### config.mk
export PLATFORM = sky130hd
export DESIGN_NAME = saturn_bus_master
export DESIGN_NICKNAME = d
export VERILOG_FILES = /design/src/rtl/saturn_bus_pkg.sv /design/src/rtl/saturn_bus_ptr.sv /design/src/rtl/saturn_bus_master.sv
export SDC_FILE = /design/constraint.sdc
export NUM_CORES = 1
export LEC_CHECK = 0
export ABC_AREA = 1
export BUFFER_PORTS_ARGS = -buffer_cell sky130_fd_sc_hd__buf_2
export CAP_MARGIN = 20
export CORE_MARGIN = 2
export CORE_UTILIZATION = 55
export CTS_CLUSTER_SIZE = 14
export DETAILED_ROUTE_END_ITERATION = 16
export GPL_TIMING_DRIVEN = 0
export PLACE_DENSITY = 0.86
export SYNTH_ARGS = -nofsm -noshare
export SYNTH_HDL_FRONTEND = slang
export SYNTH_SLANG_ARGS = --single-unit
### constraint.sdc
create_clock -name i_clk -period 2.05 [get_ports i_clk]
set_input_delay 0.205 -clock i_clk [delete_from_list [all_inputs] [get_ports i_clk]]
set_output_delay 0.205 -clock i_clk [all_outputs]
set_load 0.01 [all_outputs]
### src/rtl/saturn_bus_pkg.sv
// Shared constants for the Saturn nibble-bus master: bus command codes,
// request op encoding, FSM state enum and the "no mode yet" marker.
package saturn_bus_pkg;

    localparam logic [3:0] CMD_PC_READ  = 4'h0;
    localparam logic [3:0] CMD_DP_READ  = 4'h1;
    localparam logic [3:0] CMD_DP_WRITE = 4'h3;
    localparam logic [3:0] CMD_LOAD_PC  = 4'h4;
    localparam logic [3:0] CMD_LOAD_DP  = 4'h5;
    localparam logic [3:0] MODE_NONE    = 4'hF;

    localparam logic [1:0] OP_PC_READ  = 2'b00;
    localparam logic [1:0] OP_DP_READ  = 2'b01;
    localparam logic [1:0] OP_RESERVED = 2'b10;
    localparam logic [1:0] OP_DP_WRITE = 2'b11;

    typedef enum logic [2:0] {
        ST_IDLE     = 3'd0,
        ST_LOAD_CMD = 3'd1,
        ST_ADDR     = 3'd2,
        ST_MODE_CMD = 3'd3,
        ST_XFER     = 3'd4,
        ST_DONE     = 3'd5
    } state_t;

    function automatic logic [3:0] op_cmd(input logic [1:0] op);
        case (op)
            OP_PC_READ:  op_cmd = CMD_PC_READ;
            OP_DP_READ:  op_cmd = CMD_DP_READ;
            OP_DP_WRITE: op_cmd = CMD_DP_WRITE;
            default:     op_cmd = MODE_NONE;
        endcase
    endfunction

endpackage

### src/rtl/saturn_bus_ptr.sv
// Bus-side pointer shadow: load from an address, increment with natural
// wrap, and a valid bit that says the shadow matches the bus device.
module saturn_bus_ptr #(
    parameter int W = 20
) (
    input  logic         i_clk,
    input  logic         i_reset,
    input  logic         i_load,
    input  logic [W-1:0] i_load_val,
    input  logic         i_inc,
    output logic [W-1:0] o_ptr,
    output logic         o_valid
);

    always_ff @(posedge i_clk) begin
        if (i_reset) begin
            o_ptr   <= '0;
            o_valid <= 1'b0;
        end else if (i_load) begin
            o_ptr   <= i_load_val;
            o_valid <= 1'b1;
        end else if (i_inc) begin
            o_ptr <= o_ptr + W'(1);
        end
    end

endmodule

### src/rtl/saturn_bus_master.sv
// Saturn nibble-bus master serving PC/DP reads and DP writes in bursts.
// Optional pointer cache: define SATURN_BUS_PTR_CACHE_EN to skip redundant pointer loads.
module saturn_bus_master
    import saturn_bus_pkg::*;
#(
    parameter int ADDR_NIBBLES = 5,
    parameter int LEN_W        = 4
) (
    input  logic                      i_clk,
    input  logic                      i_reset,
    input  logic                      i_req,
    input  logic [1:0]                i_op,
    input  logic [4*ADDR_NIBBLES-1:0] i_addr,
    input  logic [LEN_W-1:0]          i_len,
    input  logic [3:0]                i_wr_nibble,
    output logic                      o_ack,
    output logic                      o_busy,
    output logic                      o_wr_pop,
    output logic [3:0]                o_rd_nibble,
    output logic                      o_rd_valid,
    output logic                      o_done,
    output logic [4*ADDR_NIBBLES-1:0] o_pc,
    output logic [4*ADDR_NIBBLES-1:0] o_dp,
    input  logic [3:0]                i_bus_data,
    output logic [3:0]                o_bus_data,
    output logic                      o_bus_strobe,
    output logic                      o_bus_cmd_data,
    output state_t                    o_state,
    output logic [1:0]                o_ptr_valid
);

    localparam int AW     = 4 * ADDR_NIBBLES;
    localparam int AIDX_W = $clog2(ADDR_NIBBLES + 1);

    // Handshake: the requester holds i_req with stable op/addr/len until the
    // one-cycle o_ack; write data must sit on i_wr_nibble during each o_wr_pop cycle.
    state_t              state, state_d;
    logic [1:0]          op_q, op_d;
    logic [AW-1:0]       addr_q, addr_d, addr_sh, addr_sh_d;
    logic [LEN_W-1:0]    len_q, len_d, cnt, cnt_d;
    logic [AIDX_W-1:0]   acnt, acnt_d;
    logic [3:0]          bus_mode, mode_d, load_mode;
    logic                rd_strobe_q, rd_strobe_d;
    logic                ack_d, strobe_d, cd_d, wr_pop_d, done_d;
    logic [3:0]          bus_data_d;
    logic                pc_load, dp_load, pc_inc, dp_inc;
    logic                pc_valid, dp_valid, pc_hit, dp_hit, hit;
    logic                is_pc, is_wr;

    saturn_bus_ptr #(.W(AW)) u_pc (
        .i_clk(i_clk), .i_reset(i_reset), .i_load(pc_load), .i_load_val(addr_q),
        .i_inc(pc_inc), .o_ptr(o_pc), .o_valid(pc_valid)
    );

    saturn_bus_ptr #(.W(AW)) u_dp (
        .i_clk(i_clk), .i_reset(i_reset), .i_load(dp_load), .i_load_val(addr_q),
        .i_inc(dp_inc), .o_ptr(o_dp), .o_valid(dp_valid)
    );

`ifdef SATURN_BUS_PTR_CACHE_EN
    assign pc_hit = pc_valid && (o_pc == i_addr);
    assign dp_hit = dp_valid && (o_dp == i_addr);
`else
    assign pc_hit = 1'b0;
    assign dp_hit = 1'b0;
`endif

    assign hit         = (i_op == OP_PC_READ) ? pc_hit : dp_hit;
    assign is_pc       = (op_q == OP_PC_READ);
    assign is_wr       = (op_q == OP_DP_WRITE);
    assign o_state     = state;
    assign o_ptr_valid = {dp_valid, pc_valid};

    always_comb begin
        state_d     = state;
        op_d        = op_q;
        addr_d      = addr_q;
        addr_sh_d   = addr_sh;
        len_d       = len_q;
        cnt_d       = cnt;
        acnt_d      = acnt;
        mode_d      = bus_mode;
        load_mode   = bus_mode;
        ack_d       = 1'b0;
        strobe_d    = 1'b0;
        cd_d        = 1'b1;
        bus_data_d  = 4'h0;
        rd_strobe_d = 1'b0;
        done_d      = 1'b0;
        pc_load     = 1'b0;
        dp_load     = 1'b0;
        pc_inc      = 1'b0;
        dp_inc      = 1'b0;
        case (state)
            ST_IDLE: begin
                if (i_req) begin
                    op_d      = i_op;
                    addr_d    = i_addr;
                    addr_sh_d = i_addr;
                    len_d     = i_len;
                    cnt_d     = '0;
                    acnt_d    = '0;
                    ack_d     = 1'b1;
                    if (i_op == OP_RESERVED)            state_d = ST_DONE;
                    else if (!hit)                      state_d = ST_LOAD_CMD;
                    else if (bus_mode != op_cmd(i_op))  state_d = ST_MODE_CMD;
                    else                                state_d = ST_XFER;
                end
            end
            ST_LOAD_CMD: begin
                strobe_d   = 1'b1;
                cd_d       = 1'b0;
                bus_data_d = is_pc ? CMD_LOAD_PC : CMD_LOAD_DP;
                state_d    = ST_ADDR;
            end
            ST_ADDR: begin
                strobe_d   = 1'b1;
                bus_data_d = addr_sh[3:0];
                addr_sh_d  = addr_sh >> 4;
                acnt_d     = acnt + AIDX_W'(1);
                if (acnt == AIDX_W'(ADDR_NIBBLES - 1)) begin
                    // A pointer load leaves the device in the matching read mode.
                    pc_load   = is_pc;
                    dp_load   = !is_pc;
                    load_mode = is_pc ? CMD_PC_READ : CMD_DP_READ;
                    mode_d    = load_mode;
                    state_d   = (load_mode != op_cmd(op_q)) ? ST_MODE_CMD : ST_XFER;
                end
            end
            ST_MODE_CMD: begin
                strobe_d   = 1'b1;
                cd_d       = 1'b0;
                bus_data_d = op_cmd(op_q);
                mode_d     = op_cmd(op_q);
                state_d    = ST_XFER;
            end
            ST_XFER: begin
                strobe_d    = 1'b1;
                bus_data_d  = is_wr ? i_wr_nibble : 4'h0;
                rd_strobe_d = !is_wr;
                pc_inc      = is_pc;
                dp_inc      = !is_pc;
                cnt_d       = cnt + LEN_W'(1);
                if (cnt == len_q) state_d = ST_DONE;
            end
            ST_DONE: begin
                done_d  = 1'b1;
                state_d = ST_IDLE;
            end
            default: state_d = ST_IDLE;
        endcase
        // Pop one cycle ahead so the nibble is captured as it goes onto the bus.
        wr_pop_d = (state_d == ST_XFER) && (op_d == OP_DP_WRITE);
    end

    always_ff @(posedge i_clk) begin
        if (i_reset) begin
            state          <= ST_IDLE;
            op_q           <= OP_PC_READ;
            addr_q         <= '0;
            addr_sh        <= '0;
            len_q          <= '0;
            cnt            <= '0;
            acnt           <= '0;
            bus_mode       <= MODE_NONE;
            rd_strobe_q    <= 1'b0;
            o_ack          <= 1'b0;
            o_busy         <= 1'b0;
            o_wr_pop       <= 1'b0;
            o_rd_nibble    <= 4'h0;
            o_rd_valid     <= 1'b0;
            o_done         <= 1'b0;
            o_bus_data     <= 4'h0;
            o_bus_strobe   <= 1'b0;
            o_bus_cmd_data <= 1'b1;
        end else begin
            state          <= state_d;
            op_q           <= op_d;
            addr_q         <= addr_d;
            addr_sh        <= addr_sh_d;
            len_q          <= len_d;
            cnt            <= cnt_d;
            acnt           <= acnt_d;
            bus_mode       <= mode_d;
            rd_strobe_q    <= rd_strobe_d;
            o_ack          <= ack_d;
            o_busy         <= (state_d != ST_IDLE);
            o_wr_pop       <= wr_pop_d;
            o_rd_valid     <= rd_strobe_q;
            if (rd_strobe_q) o_rd_nibble <= i_bus_data;
            o_done         <= done_d;
            o_bus_data     <= bus_data_d;
            o_bus_strobe   <= strobe_d;
            o_bus_cmd_data <= cd_d;
        end
    end

endmodule

==> summary.txt <==
Logic synthesis
  • Count of cell types in the netlist: 36
  • Sequential cell area fraction in the yosys report: 41.2%
  • Synth Area in Compound Gates: between 10% and 20%
  • Adder-Cell Fraction of Synth Area: between 1 and 1.5%
  • Ys Warns: 0
  • Mean Syn Cell Area: roughly 6.8 um2
  • FF+latch count, synth: around 110
  • Simple logic cell fraction of the synthesized area: 29.8%
  • Mux contribution to synthesized area: 0%
  • Gate Count Post-Synth: ~800
  • Largest family of logic cells by synthesized area: simple AND/OR/NAND/NOR gates
  • Xor/xnor share of the synthesized area: 2.84%
  • Post-Syn Nets: roughly 850
  • Mapped cell area: 5540 um2

Clock tree
  • Total CTS buffers: 17
  • Clock buffer depth: 2
  • Clock root buffer: clkbuf_8
  • CTS tree: yes
  • PostCTS Resize Cnt: 0
  • Sink Count: around 110
  • Clk slew on worst S/H paths: 60 ps
  • Post-CTS Setup Inserts: 0
  • Worst skew pair latency: around 530 ps
  • H-tree Lvls: 4

Critical path
  • Worst-path cell chain: inv_1 > ha_1 > nand2_1 > nor2_1 > nand2_4 > nand2_2 > buf_4 > o22ai_1 > a21oi_1 > nor2_1
  • Worst Reg-to-Reg Cells: 10
  • Most frequent CP cell: nor2_1
  • R2R Setup Slk: between 200 and 300 ps
  • Crit path capture type: flip-flop
  • Crit path DAT: 2170 ps
  • CP max-delay cell: dfxtp_1
  • Max stage delay on crit path: 350 ps
  • Worst R2R End: u_dp.o_ptr[10]
  • Top delay family on crit path: simple AND/OR/NAND/NOR gates
  • CP Class: reg -> reg
  • Critical path required time: between 2000 and 2500 ps
  • Critical-path maximum fanout: 10
  • Worst R2R Start: acnt[0]
  • WP buf/inv: 2
  • Startpoint types: flip-flop

Place
  • Final GP Congestion: ~0.93
  • IO Port Bufs: 95
  • Place WS: approximately 350 ps
  • Post-DP HPWL: between 10000 and 15000 um

Global routing
  • Initial antenna violation count: 0
  • First-pass GRT wire length: 26200 um
  • Largest net degree at the start of global routing: 17
  • GRT overflow: 0
  • Vias in the first global route: between 5000 and 6000
  • GRT Util Overall: a little under a third

STA
  • Fin. Hold Viols: 0
  • Period utilisation layout: just under 90%
  • Total Neg Setup Slack: 0 ps
  • Worst-margin pin slew: 705 ps
  • Period minus WS final: 1780 ps
  • Final WS setup: roughly 270 ps
  • Fin. max-slew vios: 0
  • Setup violators final: 0
  • RSZ-0062 raised after global routing: false
  • Hold Slack: 4.04 ps
  • Setup Skew: a little under 9 ps
  • Max Fclk: roughly 560 MHz
  • Slew margin rel.: ~53%

Worst hold path
  • Cells on Worst Hold Path: 3
  • Hold Path End: len_q[3]
  • HP Class: in -> reg
  • Hold path startpoint: i_len[3]

Cells and area
  • Layout area overhead: 27.3%
  • Share of cells above drive strength 1: 18.7%
  • Register Area: ~2300 um2
  • Fillers: between 700 and 800
  • Final Net Count: 993
  • ANT cells: 0
  • Area of the multi-input gates: between 2000 and 3000 um2
  • Final core utilization: between 70 and 80%

Power and ir drop
  • Leak: between 0.003 and 0.004 uW
  • Cell Pwr Density: ~870 nW/um2
  • Peak supply drop: 0.597 mV

Die
  • Area of the core: about 9800 um2
  • Die X: ~100 um
  • Starting density of the core: a little under three fifths
  • Die ar.: about 11000 um2
  • Row cnt: 36
  • # IOs: slightly below 100
  • Die height: around 100 um

Detailed routing
  • 1st-pass router iterations: 5
  • Post-DRT Antenna Nets: 0
  • Vias per Instance: between 5 and 6
  • # DRC: 0
  • Via count: a little under 6000
  • Initial DRC Count: just under 600
  • Routed WL: approximately 16000 um
  • Routed wire length per instance: about 15 um

Run status
  • Status: finished clean

Job
  • Reported max-cap violation count: 0
==> flip-flops by register name, summed over array words and instances (netlist names), 2 cells and up <==
register,count
o_bus_data,4
u_dp.o_ptr,20
o_rd_nibble,4
o_state,3
acnt,3
addr_sh,20
u_pc.o_ptr,20
len_q,4
addr_q,20
op_q,2
cnt,4
==> cell families (layout without fill, tap and decap cells) <==
group	Yosys count	count (layout)
and+or+nand+nor	400	400
AOI/OAI and AO/OA	140	140
buffers and inverters	135	287
DFF	114	114
xor gates and xnor gates	18	18
adders and majority gates	5	5
==> synth_stat cells <==
master    instances  share of area, %
ha_1              5               1.1
nor4_1            1              0.11
o21ai_2           5              0.79
nand3b_1          1              0.14
o22ai_2           4              0.90
nor2_2            4              0.45
a211oi_1          1              0.14
buf_8             2              0.54
nor3_1            5              0.45
inv_1            95               6.4
nand4_1           3              0.34
a221oi_1          1              0.16
or2_2             1              0.11
o21a_1            1              0.14
a21oi_2           4              0.63
nor2_1           68               4.6
a21oi_1          62               5.6
nand3_1          44               4.0
o21ai_0          22               2.0
o21ai_1           6              0.54
nor2_4            1              0.20
xnor2_1           3              0.47
buf_2             4              0.36
o22ai_1           6              0.68
xor2_1           15               2.4
nand2_4           6               1.2
buf_4             8               1.1
nand2_2           2              0.23
inv_2            10              0.68
o21bai_1          1              0.14
buf_6             1              0.20
nand2_1         263                18
clkbuf_1         15               1.0
dfxtp_1         114                41
a31oi_1          27               3.0
nand3_2           1              0.18
==> metrics by stage <==
step | area [um2] | power [uW] | instances
floorplan | 5540 | 2790 | 812
global placement | 6190 | 2970 | 1040
detailed placement | 6190 | 2990 | 1040
CTS | 7060 | 6090 | 1097
global route | 7060 | 6290 | 1097
finish | 7060 | 6140 | 1097
==> routing by layer <==
layer / wire [um] / vias up / track usage (%) / part of all wire (%)
li1: - / 2859 / - / -
met1: 6580 / 2697 / 37.2 / 40
met2: 7850 / 358 / 50.0 / 48
met3: 1500 / 54 / 6.27 / 9.1
met4: 550 / 0 / 14.7 / 3.3
met5: 0 / - / 0 / 0
==> worst max path at each step <==
stage | start | endpoint | slack (ps) | cells after the start
5_1_grt | u_dp.o_ptr[1] | u_dp.o_ptr[16] | 110 | 10
6_report | acnt[0] | u_dp.o_ptr[10] | 270 | 10
4_1_cts | acnt[0] | u_dp.o_ptr[10] | 320 | 10
3_3_place_gp | u_dp.o_ptr[0] | u_dp.o_ptr[16] | 390 | 10
2_1_floorplan | u_dp.o_ptr[1] | u_dp.o_ptr[16] | 560 | 10
3_5_place_dp | acnt[0] | u_dp.o_ptr[7] | 350 | 10
==> cells in the final DEF, fill, tap and decap left out, types with 8 or more instances in the layout <==
cell,instances
buf_2,99
a21oi_1,62
dlygate4sd3_1,25
nor2_1,68
inv_2,10
a31oi_1,27
dfxtp_1,114
nand2_1,263
nand3_1,44
buf_4,8
inv_1,95
o21ai_0,22
clkbuf_1,15
xor2_1,15
clkbuf_16,16
==> tightest hold or removal path: stages <==
cell and delay (ps):
buf_2 80, o21ai_0 70, a21oi_1 130
==> layout make-up <==
class / count / area share, %
Clock buffer: 17 / 5.87
Inverter: 105 / 5.58
Sequential cell: 114 / 32.3
Clock inverter: 15 / 2.94
Timing Repair Buffer: 120 / 10.3
Buffer: 30 / 2.52
Multi-Input combinational cell: 563 / 38.1
Tap cell: 133 / 2.36
==> power breakdown <==
part	switching (uW)	internal, uW
sequential	91.5	2330
combinational	389	205
clock	1140	1980
total	1620	4520
==> what timing repair did <==
item	4_1_cts	5_1_grt
setup endpoints to repair	0	0
hold buffers	25	0
endpoints found under the hold margin	33	0
Power figures use the tool's default switching activity.
